==> src/rtl/ddr2_sdram_phy_alt_mem_phy_pll_phase_stepper.sv <==
// PLL dynamic phase-shift stepper for the DDR2 sequencer.
// Runs one phase step per request and tracks each clock's phase position.
module ddr2_sdram_phy_alt_mem_phy_pll_phase_stepper #(
  parameter int CLOCK_INDEX_WIDTH     = 3,
  parameter int PLL_STEPS_PER_CYCLE   = 64,
  parameter int COUNTER_SELECT_OFFSET = 2,
  parameter int SETUP_CYCLES          = 2,
  parameter int STEP_CYCLES           = 2,
  parameter int TIMEOUT_CYCLES        = 255
) (
  input  logic                         seq_clk,
  input  logic                         reset_seq,
  input  logic                         seq_pll_start_reconfig,
  input  logic [CLOCK_INDEX_WIDTH-1:0] seq_pll_select,
  input  logic                         seq_pll_inc_dec_n,
  output logic                         phs_shft_busy,
  input  logic                         pll_locked,
  input  logic                         pll_phasedone,
  output logic [CLOCK_INDEX_WIDTH-1:0] pll_phasecounterselect,
  output logic                         pll_phaseupdown,
  output logic                         pll_phasestep,
  output logic                         step_done,
  output logic [$clog2(PLL_STEPS_PER_CYCLE)-1:0] step_phase_pos,
  output logic                         phs_shft_err
);

  localparam int PW   = $clog2(PLL_STEPS_PER_CYCLE);
  localparam int NCLK = 1 << CLOCK_INDEX_WIDTH;
  localparam int M1   = (SETUP_CYCLES > STEP_CYCLES) ?
                        SETUP_CYCLES : STEP_CYCLES;
  localparam int CMAX = (TIMEOUT_CYCLES > M1) ?
                        TIMEOUT_CYCLES : M1;
  localparam int CW   = $clog2(CMAX + 1);

  typedef enum logic [2:0] {
    INIT, IDLE, SETUP, STEP, WAIT_LO, WAIT_HI, FINISH
  } state_t;

  state_t state_q, state_d;

  logic          lock_m, lock_s;
  logic          done_m, done_s;
  logic          start_q;
  logic          req_edge;
  logic [CW-1:0] cnt_q, cnt_d;
  logic          tmo_d;

  logic [CLOCK_INDEX_WIDTH-1:0] sel_q;
  logic [CLOCK_INDEX_WIDTH-1:0] raw_q;
  logic                         dir_q;

  logic [PW-1:0] pos_q [NCLK];
  logic [PW-1:0] pos_cur, pos_nxt;

  assign req_edge = seq_pll_start_reconfig & ~start_q;
  assign pos_cur  = pos_q[raw_q];

  assign pll_phasecounterselect = sel_q;
  assign pll_phaseupdown        = dir_q;

  // Wrapped +/-1 of the latched index's position
  always_comb begin
    pos_nxt = pos_cur;
    if (dir_q) begin
      pos_nxt = (pos_cur == PW'(PLL_STEPS_PER_CYCLE - 1)) ?
                '0 : pos_cur + PW'(1);
    end else begin
      pos_nxt = (pos_cur == '0) ?
                PW'(PLL_STEPS_PER_CYCLE - 1) : pos_cur - PW'(1);
    end
  end

  // Next-state, phase counter and timeout detect
  always_comb begin
    state_d = state_q;
    cnt_d   = cnt_q + CW'(1);
    tmo_d   = 1'b0;
    unique case (state_q)
      INIT: begin
        cnt_d = '0;
        if (lock_s && done_s) state_d = IDLE;
      end
      IDLE: begin
        cnt_d = '0;
        if (req_edge) state_d = SETUP;
      end
      SETUP: begin
        if (cnt_q == CW'(SETUP_CYCLES - 1)) begin
          state_d = STEP;
          cnt_d   = '0;
        end
      end
      STEP: begin
        if (cnt_q == CW'(STEP_CYCLES - 1)) begin
          state_d = WAIT_LO;
          cnt_d   = '0;
        end
      end
      WAIT_LO: begin
        if (!done_s) begin
          state_d = WAIT_HI;
          cnt_d   = '0;
        end else if (cnt_q == CW'(TIMEOUT_CYCLES - 1)) begin
          state_d = FINISH;
          tmo_d   = 1'b1;
        end
      end
      WAIT_HI: begin
        if (done_s) begin
          state_d = FINISH;
        end else if (cnt_q == CW'(TIMEOUT_CYCLES - 1)) begin
          state_d = FINISH;
          tmo_d   = 1'b1;
        end
      end
      FINISH: begin
        state_d = IDLE;
        cnt_d   = '0;
      end
      default: begin
        state_d = INIT;
        cnt_d   = '0;
      end
    endcase
    if (!lock_s) begin
      state_d = INIT;
      cnt_d   = '0;
      tmo_d   = 1'b0;
    end
  end

  // Synchronisers, FSM state and registered outputs
  always_ff @(posedge seq_clk) begin
    if (reset_seq) begin
      lock_m         <= 1'b0;
      lock_s         <= 1'b0;
      done_m         <= 1'b0;
      done_s         <= 1'b0;
      start_q        <= 1'b1;
      state_q        <= INIT;
      cnt_q          <= '0;
      sel_q          <= '0;
      raw_q          <= '0;
      dir_q          <= 1'b0;
      phs_shft_busy  <= 1'b1;
      pll_phasestep  <= 1'b0;
      step_done      <= 1'b0;
      step_phase_pos <= '0;
      phs_shft_err   <= 1'b0;
      for (int i = 0; i < NCLK; i++) pos_q[i] <= '0;
    end else begin
      lock_m        <= pll_locked;
      lock_s        <= lock_m;
      done_m        <= pll_phasedone;
      done_s        <= done_m;
      start_q       <= seq_pll_start_reconfig;
      state_q       <= state_d;
      cnt_q         <= cnt_d;
      phs_shft_busy <= (state_d != IDLE);
      pll_phasestep <= (state_d == STEP);
      step_done     <= (state_d == FINISH);
      phs_shft_err  <= phs_shft_err | tmo_d;
      if (!lock_s) begin
        sel_q          <= '0;
        raw_q          <= '0;
        dir_q          <= 1'b0;
        step_phase_pos <= '0;
        for (int i = 0; i < NCLK; i++) pos_q[i] <= '0;
      end else begin
        if (state_q == IDLE && req_edge) begin
          sel_q <= seq_pll_select +
                   CLOCK_INDEX_WIDTH'(COUNTER_SELECT_OFFSET);
          raw_q <= seq_pll_select;
          dir_q <= seq_pll_inc_dec_n;
        end
        if (state_d == FINISH) begin
          step_phase_pos <= tmo_d ? pos_cur : pos_nxt;
          if (!tmo_d) pos_q[raw_q] <= pos_nxt;
        end
      end
    end
  end

endmodule

==> config.mk <==
export PLATFORM = sky130hd
export DESIGN_NAME = ddr2_sdram_phy_alt_mem_phy_pll_phase_stepper
export DESIGN_NICKNAME = d
export VERILOG_FILES = /design/src/rtl/ddr2_sdram_phy_alt_mem_phy_pll_phase_stepper.sv
export SDC_FILE = /design/constraint.sdc
export NUM_CORES = 1
export LEC_CHECK = 0
export ABC_AREA = 1
export CAP_MARGIN = 30
export CORE_ASPECT_RATIO = 1.25
export CORE_MARGIN = 3
export CORE_UTILIZATION = 51
export DETAILED_ROUTE_END_ITERATION = 8
export PLACE_DENSITY = 0.7
export SYNTH_ARGS = -nofsm -noshare
export SYNTH_HDL_FRONTEND = slang
export SYNTH_SLANG_ARGS = --single-unit
export TNS_END_PERCENT = 5
==> constraint.sdc <==
create_clock -name seq_clk -period 2.65 [get_ports seq_clk]
set_input_delay 0.265 -clock seq_clk [delete_from_list [all_inputs] [get_ports seq_clk]]
set_output_delay 0.265 -clock seq_clk [all_outputs]
set_load 0.01 [all_outputs]
==> metrics.md <==
| Metric | Value |
|---|---|
| Run status | `finished clean` |
| Die H | `109 um` |
| Final layout net count | `572` |
| Wire per inst | `14.8 um` |
| Initial antenna violation count | `0` |
| Die W | `88.2 um` |
| Dpl ws | `148 ps` |
| Fmax | `412 MHz` |
| Final cycle utilization of the critical path | `91.6%` |
| Leak | `2.34 nW` |
| Final WL | `9.74 mm` |
| Setup TNS | `0 ps` |
| Placed insts | `641` |
| Count leader, synth | `nand2_1` |
| GP Congestion | `0.975` |
| Worst skew pair latency | `360 ps` |
| Routed Antenna Nets | `0` |
| Initial DRC Count | `219` |
| Reg-to-Reg End | `pos_q[4][3]` |
| Hold EP | `done_s` |
| Warnings, synthesis | `0` |
| Row Count | `36` |
| Largest cells by area after synthesis | `edfxtp_1 33%, dfxtp_1 16%, nand2_1 11%, nor2_1 7.0%, inv_1 6.4%` |
| Root Buffer | `clkbuf_8` |
| Distinct cells, synth | `38` |
| Hold Fails Final Rpt | `0` |
| Critical Path Sink Type | `flip-flop` |
| Type of origin of the critical path | `flip-flop` |
| Minimum clock period | `2430 ps` |
| Total core area | `0.00802 mm^2` |
| CTS sink count | `83` |
| RSZ-0062 raised after global routing | `no` |
| Synth area leader | `edfxtp_1` |
| Global-route wire length before repair | `15.9 mm` |
| Ant diodes | `0` |
| Rel. slew slack | `59.1%` |
| Share of cells above drive strength 1 | `11.7%` |
| Max Slew Vio Count | `0` |
| Dominant synthesized flop cell | `edfxtp_1` |
| Reg2Reg Setup Slack | `220 ps` |
| Clock Pin Slew Worst Setup and Hold Paths | `80 ps` |
| Hold_sp | `done_m` |
| Pre-antenna DRT Iters | `4` |
| Worst EP required | `2680 ps` |
| Hold Slack | `406 ps` |
| IO Pins | `23` |
| Crit-path max FO | `8` |
| Mapped Cells | `527` |
| Critical path class | `reg2reg` |
| Crit path arrival time | `2460 ps` |
| Via count of the first global-routing pass | `3,376` |
| Area share of the largest cell type after synthesis | `33.4%` |
| Post-synth EDFFs | `48` |
| R2r startpoint | `cnt_q[0]` |
| Die area | `0.00960 mm^2` |
| Vias per cell | `5.19` |
| Gr ovfl total | `0` |
| Hold_buf cts | `0` |
| Number of H-tree levels | `3` |
| Final instance area | `0.00489 mm^2` |
| Syn Std Cell Area | `0.00431 mm^2` |
| Hold Crit Depth | `2` |
| Post_cts resized | `0` |
| Sequential share of the synthesized area | `49.7%` |
| Total track usage | `22.2%` |
| Synthesized net count | `542` |
| Max-cap violations | `0` |
| DR DRC count | `0` |
| Asr flop ratio synth | `0%` |
| Most frequent cells after synthesis | `122 x nand2_1, 80 x nor2_1, 73 x inv_1, 48 x edfxtp_1, 43 x nand3_1` |
| Mean Syn Cell Area | `8.18 um^2` |
| Layout area overhead | `13.4%` |
| CTS tree | `built` |
| Pwr Density | `497 mW/mm^2` |
| Initial Utilization | `53.8%` |
| Total power | `2.43 mW` |
| Vias | `3,411` |
| Worst-margin pin slew | `611 ps` |
| Synth Register Bits | `83` |
| Half-perimeter wire length after placement | `7.06 mm` |
| Largest net degree at the start of global routing | `27` |
| Final worst setup slack | `223 ps` |
| Port bufs | `22` |
| Setup Skew | `15.1 ps` |
| Reg2reg path depth | `11` |
| Area post-placement | `0.00466 mm^2` |
| Peak VDD IR | `0.000311 V` |
| Post-route insts no fill | `657` |
| Worst Hold Class | `reg2reg` |
| Post-CTS Setup Bufs | `0` |
| Setup violators final | `0` |
| Clk buf depth | `2` |
| Inserted Clock Buffers | `9` |
| Finished Core Util | `61.0%` |
critical path, cell delays in order (launching register included):
cell and delay (ps):
dfxtp_1 440, ha_1 190, nand4_1 120, inv_2 110, nand2_1 120, a21oi_4 180, nand2_4 110, clkinv_4 90
nand3_4 120, nor2_8 250, nand2_4 110, nand2_1 250
layer usage:
metal  part of all wire (%)  wire (um)  vias up  global-route usage (%)
li1                       -          -     1748                       -
met1                     42       4120     1560                    26.1
met2                     51       4970       80                    38.3
met4                    3.4        330        0                    12.5
met3                    3.4        327       23                    3.02
met5                      0          0        -                       0
layout make-up:
| class | count | area (um^2) |
|---|---|---|
| fillers | 732 | 3130 |
| flip-flops and latches | 83 | 2140 |
| multi-input cells | 346 | 1760 |
| clock buffers | 16 | 216 |
| well taps | 95 | 119 |
| inverters | 85 | 329 |
| repair buffers | 32 | 320 |
cells in the final DEF (no fill, tap or decap), types with 10 or more instances in the layout:
master           Yosys  routed
nand3_1             43      43
nand2_4             10      10
o21ai_0             12      12
dfxtp_1             35      35
a21oi_1             14      13
nand2_1            122     121
clkdlybuf4s50_1      0      22
inv_1               73      73
nor2_1              80      79
edfxtp_1            48      48
clkbuf_8             0      11
power by group:
part / internal, mW / switching (mW) / total (mW)
sequential: 1.37 / 0.00923 / 1.38
combinational: 0.0358 / 0.0696 / 0.105
clock: 0.518 / 0.424 / 0.943
total: 1.93 / 0.503 / 2.43
registers in the layout (all words and copies together), names as in the netlist, named ones only:
| signal | cells |
|---|---|
| pll_phasecounterselect | 3 |
| raw_q | 2 |
| cnt_q | 8 |
| phs_shft_busy | 1 |
| phs_shft_err | 1 |
| pll_phaseupdown | 1 |
| start_q | 1 |
| step_phase_pos | 6 |
| done_s | 1 |
| lock_m | 1 |
| lock_s | 1 |
| done_m | 1 |
| pll_phasestep | 1 |
| step_done | 1 |
| pos_q | 48 |
| state_q | 3 |
worst max path at each step:
stage / startpoint / end / slack [ps]
after floorplan: flip-flop / pos_q[0][4] / 560
after global placement: seq_pll_start_reconfig / pos_q[4][1] / 190
after detailed placement: flip-flop / pos_q[7][1] / 150
after CTS: flip-flop / pos_q[7][1] / 130
after global routing: cnt_q[4] / pos_q[4][3] / 8
final: cnt_q[0] / pos_q[4][3] / 220
logic make-up after synthesis:
group	Yosys count	synth area share (%)
buf+inv	98	9.81
flops	83	49.7
fa+ha+maj	6	1.74
xor+xnor	8	1.63
simple gates	281	30.2
compound gates	51	6.96
Note: power is estimated with default switching activity, not from simulation.
